## config.mk

```make
export PLATFORM = sky130hd
export DESIGN_NAME = bdi_line_compressor
export DESIGN_NICKNAME = d
export VERILOG_FILES = /design/src/rtl/bdi_line_compressor.sv
export SDC_FILE = /design/constraint.sdc
export NUM_CORES = 2
export LEC_CHECK = 0
export BUFFER_PORTS_ARGS = -buffer_cell sky130_fd_sc_hd__buf_2
export CAP_MARGIN = 0
export CORE_MARGIN = 5
export CORE_UTILIZATION = 40
export CTS_BUF_LIST = sky130_fd_sc_hd__clkbuf_8 sky130_fd_sc_hd__clkbuf_16
export CTS_CLUSTER_SIZE = 14
export DETAILED_ROUTE_END_ITERATION = 12
export PLACE_DENSITY_LB_ADDON = 0.15
export SLEW_MARGIN = 20
export SYNTH_ARGS = -nofsm -noshare
export SYNTH_HDL_FRONTEND = slang
export SYNTH_SLANG_ARGS = --single-unit
```

## constraint.sdc

```tcl
create_clock -name clk -period 14 [get_ports clk]
set_input_delay 1.4 -clock clk [delete_from_list [all_inputs] [get_ports clk]]
set_output_delay 1.4 -clock clk [all_outputs]
set_load 0.01 [all_outputs]
```

## src/rtl/bdi_line_compressor.sv

```systemverilog
// Write-side BDI compressor: collects a 16-word line, classifies it as zeros /
// repeated / base4-delta1 / uncompressed and emits the decompressor-ready field.
module bdi_line_compressor #(
  parameter int unsigned DATA_FIELD = 256,
  parameter int unsigned WORD_WIDTH = 32
) (
  input  logic                  clk,
  input  logic                  rst,
  input  logic                  in_valid,
  output logic                  in_ready,
  input  logic [WORD_WIDTH-1:0] in_word,
  output logic                  out_valid,
  input  logic                  out_ready,
  output logic [DATA_FIELD-1:0] out_data,
  output logic [7:0]            out_compressed_mode,
  output logic [31:0]           out_base_one_hot,
  output logic                  out_half,
  output logic                  out_last
);

  localparam int unsigned NW = 16;
  localparam int unsigned CW = 4;
  localparam int unsigned DW = 8;
  localparam int unsigned BW = 32;
  localparam logic [CW-1:0] LAST_IDX = CW'(NW - 1);

  localparam logic [7:0] MODE_ZERO = 8'h01;
  localparam logic [7:0] MODE_REP  = 8'h02;
  localparam logic [7:0] MODE_B4D1 = 8'h04;
  localparam logic [7:0] MODE_UNC  = 8'h80;

  typedef enum logic [1:0] {
    S_COLLECT = 2'd0,
    S_EMIT    = 2'd1,
    S_EMIT_HI = 2'd2
  } state_e;

  state_e                        state_q, state_d;
  logic [CW-1:0]                 cnt_q, cnt_d;
  logic [NW-1:0][WORD_WIDTH-1:0] buf_q, buf_d;
  logic [NW-1:0][DW-1:0]         delta_q, delta_d;
  logic [WORD_WIDTH-1:0]         base_q, base_d;
  logic [NW-1:0]                 boh_q, boh_d;
  logic                          all_zero_q, all_zero_d;
  logic                          all_eq_q, all_eq_d;
  logic                          b4d1_ok_q, b4d1_ok_d;
  logic                          base_found_q, base_found_d;

  logic                          out_valid_q, out_valid_d;
  logic [DATA_FIELD-1:0]         out_data_q, out_data_d;
  logic [7:0]                    out_mode_q, out_mode_d;
  logic [BW-1:0]                 out_boh_q, out_boh_d;
  logic                          out_half_q, out_half_d;
  logic                          out_last_q, out_last_d;

  logic                          word_hs;
  logic                          word_imm;
  logic                          delta_fits;
  logic                          to_collect;
  logic [WORD_WIDTH-1:0]         diff;

  assign in_ready   = (state_q == S_COLLECT) && !rst;
  assign word_hs    = in_valid && in_ready;
  assign word_imm   = (in_word == {{(WORD_WIDTH-DW){in_word[DW-1]}}, in_word[DW-1:0]});
  assign diff       = in_word - base_q;
  // Signed 8-bit fit: upper bits from the sign bit down are all equal
  assign delta_fits = (&diff[WORD_WIDTH-1:DW-1]) || !(|diff[WORD_WIDTH-1:DW-1]);

  assign out_valid           = out_valid_q;
  assign out_data            = out_data_q;
  assign out_compressed_mode = out_mode_q;
  assign out_base_one_hot    = out_boh_q;
  assign out_half            = out_half_q;
  assign out_last            = out_last_q;

  // Next-state, running flags and registered output payload
  always_comb begin
    state_d      = state_q;
    cnt_d        = cnt_q;
    buf_d        = buf_q;
    delta_d      = delta_q;
    base_d       = base_q;
    boh_d        = boh_q;
    all_zero_d   = all_zero_q;
    all_eq_d     = all_eq_q;
    b4d1_ok_d    = b4d1_ok_q;
    base_found_d = base_found_q;
    out_valid_d  = out_valid_q;
    out_data_d   = out_data_q;
    out_mode_d   = out_mode_q;
    out_boh_d    = out_boh_q;
    out_half_d   = out_half_q;
    out_last_d   = out_last_q;
    to_collect   = 1'b0;

    case (state_q)
      S_COLLECT: begin
        if (word_hs) begin
          buf_d[cnt_q] = in_word;
          cnt_d        = CW'(cnt_q + CW'(1));
          all_zero_d   = all_zero_q && (in_word == '0);
          all_eq_d     = all_eq_q && ((cnt_q == '0) || (in_word == buf_q[0]));
          if (word_imm) begin
            boh_d[cnt_q]   = 1'b0;
            delta_d[cnt_q] = in_word[DW-1:0];
          end else if (!base_found_q) begin
            base_d         = in_word;
            base_found_d   = 1'b1;
            boh_d[cnt_q]   = 1'b1;
            delta_d[cnt_q] = '0;
          end else begin
            b4d1_ok_d      = b4d1_ok_q && delta_fits;
            boh_d[cnt_q]   = 1'b1;
            delta_d[cnt_q] = diff[DW-1:0];
          end

          if (cnt_q == LAST_IDX) begin
            state_d     = S_EMIT;
            out_valid_d = 1'b1;
            out_half_d  = 1'b0;
            out_boh_d   = '0;
            if (all_zero_d) begin
              out_mode_d = MODE_ZERO;
              out_data_d = '0;
              out_last_d = 1'b1;
            end else if (all_eq_d) begin
              out_mode_d = MODE_REP;
              out_data_d = DATA_FIELD'(buf_d[0]);
              out_last_d = 1'b1;
            end else if (b4d1_ok_d) begin
              out_mode_d = MODE_B4D1;
              out_data_d = DATA_FIELD'({delta_d, base_d});
              out_boh_d  = BW'(boh_d);
              out_last_d = 1'b1;
            end else begin
              out_mode_d = MODE_UNC;
              out_data_d = DATA_FIELD'(buf_d[NW/2-1:0]);
              out_last_d = 1'b0;
            end
          end
        end
      end
      S_EMIT: begin
        if (out_ready) begin
          if (out_mode_q == MODE_UNC) begin
            state_d    = S_EMIT_HI;
            out_data_d = DATA_FIELD'(buf_q[NW-1:NW/2]);
            out_half_d = 1'b1;
            out_last_d = 1'b1;
          end else begin
            to_collect = 1'b1;
          end
        end
      end
      S_EMIT_HI: begin
        if (out_ready) begin
          to_collect = 1'b1;
        end
      end
      default: begin
        to_collect = 1'b1;
      end
    endcase

    // Returning to COLLECT clears the output beat and re-arms the line flags
    if (to_collect) begin
      state_d      = S_COLLECT;
      out_valid_d  = 1'b0;
      out_data_d   = '0;
      out_mode_d   = '0;
      out_boh_d    = '0;
      out_half_d   = 1'b0;
      out_last_d   = 1'b0;
      all_zero_d   = 1'b1;
      all_eq_d     = 1'b1;
      b4d1_ok_d    = 1'b1;
      base_found_d = 1'b0;
      base_d       = '0;
      boh_d        = '0;
    end
  end

  always_ff @(posedge clk) begin
    if (rst) begin
      state_q      <= S_COLLECT;
      cnt_q        <= '0;
      base_q       <= '0;
      boh_q        <= '0;
      all_zero_q   <= 1'b1;
      all_eq_q     <= 1'b1;
      b4d1_ok_q    <= 1'b1;
      base_found_q <= 1'b0;
      out_valid_q  <= 1'b0;
      out_data_q   <= '0;
      out_mode_q   <= '0;
      out_boh_q    <= '0;
      out_half_q   <= 1'b0;
      out_last_q   <= 1'b0;
    end else begin
      state_q      <= state_d;
      cnt_q        <= cnt_d;
      base_q       <= base_d;
      boh_q        <= boh_d;
      all_zero_q   <= all_zero_d;
      all_eq_q     <= all_eq_d;
      b4d1_ok_q    <= b4d1_ok_d;
      base_found_q <= base_found_d;
      out_valid_q  <= out_valid_d;
      out_data_q   <= out_data_d;
      out_mode_q   <= out_mode_d;
      out_boh_q    <= out_boh_d;
      out_half_q   <= out_half_d;
      out_last_q   <= out_last_d;
    end
  end

  // Line buffer and per-word deltas are pure datapath; validity comes from cnt/state
  always_ff @(posedge clk) begin
    buf_q   <= buf_d;
    delta_q <= delta_d;
  end

endmodule
```

* Word level (Yosys, flattened, before mapping)
Cells that the tools add are included.
Word-level totals: input bits 36, word-level logic and storage cells 139, flip-flop bits (word level) 997, output and inout bits 300
Operators by class: multiplexer cells 52, bitwise operators 6, eq/ne operators 10, order comparisons 2, reduce and logical (&&, ||, !) cells 21, $add $sub $neg 2
Operators by type and width (number):
- $mux W256 | 7
- $bwmux W512 | 1
- $pmux W256 S2 | 1
- $bwmux W128 | 2
- $mux W128 | 2
- $and A128 B128 Y128 | 1
- $demux W32 S4 | 1
- $not A128 Y128 | 1
- $mux W32 | 3
- $mux W16 | 4
- $demux W8 S4 | 1
- $eq A32 B32 Y1 | 1
- $logic_not A32 Y1 | 1
- $mux W8 | 4
- $sub A32 B32 Y32 | 1
- $reduce_and A25 Y1 | 1
- $reduce_or A25 Y1 | 1
- $eq A24 B24 Y1 | 1
- $mux W1 | 17
- $and A16 B16 Y16 | 1
- $not A16 Y16 | 1
- $or A16 B16 Y16 | 1
- $eq A8 B8 Y1 const B | 1
- $mux W2 | 4
- other kinds (23) | 34

* Longest topological paths before layout
depth in word-level cells 15, depth in mapped cells 17, gate-level depth less buffers 13

* Worst setup path before layout
No wires, ideal clock.
path type input-to-reg, start point input rst, end point register boh_q[0], arrival 13316 ps, path buffers 3, setup time 674 ps, slack 9 ps, cell stages on the path 7, required time 13326 ps, path through clkbuf_1 > nor3_1 > nand2_1 > clkbuf_1 > inv_1 > buf_1 > a311oi_1
On the way: longest elaborated chain between the ends 4, elaborated cells on any way between the ends 5, those cells by class reduce/logical: 5
RTL lines:
- start: declaration | line 8 | input logic rst,
- $logic_not A1 Y1 | line 62 | assign in_ready = (state_q == S_COLLECT) && !rst;
- $logic_and A1 B1 Y1 | line 62
- named net in_ready | line 10 | output logic in_ready,
- $logic_and A1 B1 Y1 | line 63 | assign word_hs = in_valid && in_ready;
- $reduce_and A2 Y1 (no line)
- end signal: assignment | line 203 | boh_q <= boh_d;
- end: declaration | line 43 | logic [NW-1:0] boh_q, boh_d;
The timed path passes the listed nets, and every way through them passes these cells. A chain may end at the register's enable or synchronous reset.

* Worst setup path after layout
start point input in_word[0], end point register out_data_q[101], in the netlist out_data[101]
On the way: longest elaborated chain between the ends 15, elaborated cells on any way between the ends 24, those cells by class add/sub: 1; eq/ne: 1; mux: 13; reduce/logical: 9
RTL lines:
- start: declaration | line 11 | input logic [WORD_WIDTH-1:0] in_word,
- $sub A32 B32 Y32 | line 65 | assign diff = in_word - base_q;
- $reduce_or A25 Y1 | line 67 | assign delta_fits = (&diff[WORD_WIDTH-1:DW-1]) || !(|diff[WORD_WIDTH-1:DW-1]);
- $logic_not A1 Y1 | line 67
- $logic_or A1 B1 Y1 | line 67
- $logic_and A1 B1 Y1 | line 112 | b4d1_ok_d = b4d1_ok_q && delta_fits;
- $mux W1 | line 106 | end else if (!base_found_q) begin
- $mux W1 | line 103 | if (word_imm) begin
- $mux W1 | line 98 | if (word_hs) begin
- $mux W1 | line 96 | case (state_q)
- $mux W256 | line 130 | end else if (b4d1_ok_d) begin
- $mux W256 | line 126 | end else if (all_eq_d) begin
- $mux W256 (*) | line 122 | if (all_zero_d) begin
- $mux W256 (*) | line 117 | if (cnt_q == LAST_IDX) begin
- $mux W256 (*) | line 98
- $pmux W256 S2 (*) | line 96
- end signal: assignment | line 209 | out_data_q <= out_data_d;
- end: declaration | line 50 | logic [DATA_FIELD-1:0] out_data_q, out_data_d;
Mark *: on every way between the ends. The rest lies on a longest branch, timed or not. The select of a mux whose other input is x is not followed.

==> results.json <==
{
  "first_iter_violations": 3114,
  "synth-edff-count": 640,
  "rsz0062_at_grt": "no",
  "drv_cap": 0,
  "ios": 336,
  "cts_sinks": 976,
  "r2r_start": "base_q[15]$_SDFFE_PP0P_",
  "min_to": "out_base_one_hot[1]$_SDFFE_PP0P_",
  "p_sw_share_pct": 24.8,
  "leakagePower_nw": 17.6,
  "critPathKind": "in2reg",
  "critPathLaunchType": "input pin",
  "setup_tns_ns": 0,
  "overflow": 0,
  "r2r_cells": 14,
  "seq_power_share_pct": 48.3,
  "clk-insertion-delay-late_ns": 0.71,
  "synth_xor_area_share_pct": 0.983,
  "die_x_um": 337,
  "cts_buffer_depth": 3,
  "muxShareOfSynthArea_pct": 6.58,
  "htreeDepth": 3,
  "ctsRootBufferMaster": "clkbuf_16",
  "drc": 0,
  "ys_seq_area_share_pct": 60.7,
  "grt_use_total_pct": 26.5,
  "wirelength_mm": 155,
  "cts_buffers": 108,
  "skew_ns": 0.0325,
  "outcome": "completed",
  "final_antenna_net_count": 0,
  "synthCells": 3689,
  "drive_above_1_share_pct": 21.5,
  "slew_violations": 0,
  "synth_simple_gate_area_share_pct": 10.0,
  "r2r-end": "out_data[101]$_SDFFE_PP0P_",
  "globalplace.congestion": 0.900,
  "antenna_found_initial": 23,
  "place.port_buffers": 315,
  "synth_compound_area_share_pct": 16.6,
  "setup_violations": 0,
  "design.core.area_um2": 107000,
  "yosys_warnings": 0,
  "rows": 120,
  "fin_nets": 3943,
  "cp_data_required_time_ns": 14.60,
  "synthFlopType": "edfxtp_1",
  "period_needed_ns": 6.65,
  "critPathArrivalTime_ns": 7.24,
  "multi_input_area_um2": 15400,
  "relSlewSlack_pct": 24.0,
  "fillers": 9930,
  "cts_resized": 0,
  "timing.final.crit_share_pct": 47.5,
  "whs_path_depth": 2,
  "p_per_area_nw_per_um2": 133,
  "tightest_slew_ns": 1.14,
  "cts_tree": "built",
  "area_growth_pct": 15.2,
  "syn-cell-area_um2": 42800,
  "routedWlPerCell_um": 28.9,
  "post-cts-setup-buffers": 0,
  "grt_max_degree": 159,
  "synth-async-reset-ratio_pct": 0,
  "avgSynthCellArea_um2": 11.6,
  "die_y_um": 337,
  "first_pass_iters": 5,
  "ys_ff_latch": 976,
  "regArea_um2": 25900,
  "cts_hold_buf": 0,
  "switchingPower_mw": 1.62,
  "critPathMaxFanout": 74,
  "clkPwrFrac_pct": 44.0,
  "via_count": 32300,
  "worstSetupEndpointType": "register",
  "grt_pass1_vias": 30800,
  "clk_pin_slew_ns": 0.06,
  "hold_viol_final": 0,
  "max_freq_mhz": 150,
  "combPwrFrac_pct": 7.7,
  "synth_fa_ha_area_share_pct": 1.09,
  "worst_hold_path_type": "reg2reg",
  "place_hpwl_mm": 90.4,
  "r2r_setup_slack_ns": 8.31,
  "fin_ws_ns": 7.35,
  "p_int_mw": 4.91,
  "peakVddDrop_uv": 109,
  "yosysUniqueCellTypes": 76,
  "die_area_um2": 114000,
  "synth_top_family_by_area": "compound AO/OA/AOI/OAI gates",
  "via_per_inst": 6.02,
  "min_from": "out_base_one_hot[1]$_SDFFE_PP0P_",
  "place_ws_ns": 6.78,
  "initial_utilization_pct": 40.1,
  "grt_first_pass_wirelength_mm": 223
}
logic make-up (layout without fill, tap and decap cells):
group / Yosys count / after routing
compound gates: 1007 / 1007
buf+inv: 428 / 686
flops: 976 / 976
fa+ha+maj: 37 / 37
simple gates: 939 / 939
mux: 253 / 253
other cells: 1 / 21
xor+xnor: 48 / 48
power by group through the flow:
stage	clock network [mW]	logic, mW	registers [mW]
floorplan	0	0.302	3.24
global placement	0	0.496	3.21
detailed placement	0	0.498	3.22
CTS	2.91	0.499	3.16
global route	3.04	0.541	3.16
finish	2.87	0.504	3.15
layer usage:
| layer | share of wire, % | vias to the layer above | global-route usage (%) |
|---|---|---|---|
| met1 | 43 | 16400 | 37.9 |
| met4 | 2.8 | 2 | 7.54 |
| met2 | 46 | 1395 | 42.0 |
| met5 | 0.0090 | - | 0 |
| met3 | 7.5 | 203 | 4.13 |
| li1 | - | 14300 | - |
critical path: stages:
cell and delay, ns:
buf_2 0.08, buf_4 0.29, inv_1 0.21, ha_1 0.27, fa_1 0.41, nor2b_1 0.26
o31ai_4 0.13, a21oi_1 0.35, o2111ai_1 0.23, a211oi_1 0.52, nand2_1 0.09, or4_4 0.55
o41ai_4 0.29, buf_4 0.54, buf_4 0.83, nor2_4 0.02, buf_4 0.39, o221ai_1 0.28
layout make-up:
type,instances,share of cell area (%)
diodes,1,0.00508
clock buffers,122,5.88
clock inverters,83,1.44
inverters,72,0.564
multi-input cells,2304,31.2
flip-flops and latches,976,52.7
well taps,1403,3.56
repair buffers,409,4.66
synth_stat cells (all sizes together) (21+ instances only):
library cell	number	area share, %
nand4	22	0.32
ha	35	1.0
or4	106	1.9
dfxtp	336	16
buf	57	0.76
inv	71	0.62
mux2i	30	0.70
and2	26	0.38
edfxtp	640	45
nand2	539	4.7
o221ai	99	2.0
nor2	133	1.2
o311ai	44	0.90
o21ai	220	2.6
clkbuf	299	2.6
a22oi	216	3.8
o2bb2ai	96	2.0
nand3	24	0.28
xor2	40	0.82
a21oi	165	1.9
nor3	33	0.39
a22o	41	0.84
mux2	223	5.9
nor4	21	0.34
how the worst max path moves through the flow:
stage,startpoint,cells after the start,slack [ns],endpoint
floorplan,rst,7,0.009,boh_q[0]$_SDFFE_PP0P_
global placement,in_word[0],18,6.93,out_data[39]$_SDFFE_PP0P_
detailed placement,in_word[0],18,6.78,out_data[101]$_SDFFE_PP0P_
CTS,in_word[0],18,7.52,out_data[101]$_SDFFE_PP0P_
global route,in_word[0],18,7.10,out_data[77]$_SDFFE_PP0P_
finish,in_word[0],18,7.35,out_data[101]$_SDFFE_PP0P_
sequential cells by signal, summed over array words and instances (netlist names):
register,cells
all_eq_q,1
out_data,256
base_found_q,1
b4d1_ok_q,1
boh_q,16
delta_q,128
out_compressed_mode,4
cnt_q,4
out_base_one_hot,16
out_last,1
state_q,2
all_zero_q,1
buf_q,512
out_valid,1
base_q,32
placed cells by master, fill, tap and decap left out, drive strengths merged, types with 44 or more instances in the layout:
cell	count
edfxtp	640
nand2	539
buf	409
dfxtp	336
mux2	223
o21ai	220
a22oi	216
a21oi	165
nor2	133
clkbuf	122
or4	106
inv	104
o221ai	99
o2bb2ai	96
o311ai	44
per-stage QoR:
step                      util (%)  hold slack (ns)  std cells  cell area, µm²  power [mW]
final                         46.2            0.460       5370           49300        6.53
after global routing          46.2            0.478       5369           49300        6.74
after CTS                     46.2            0.460       5369           49300        6.57
after detailed placement      42.8            0.442       5164           45700        3.71
after global placement        42.8            0.432       5164           45700        3.71
after floorplan                  -            0.427       3708           42800        3.54
Note: power is estimated with default switching activity, not from simulation.
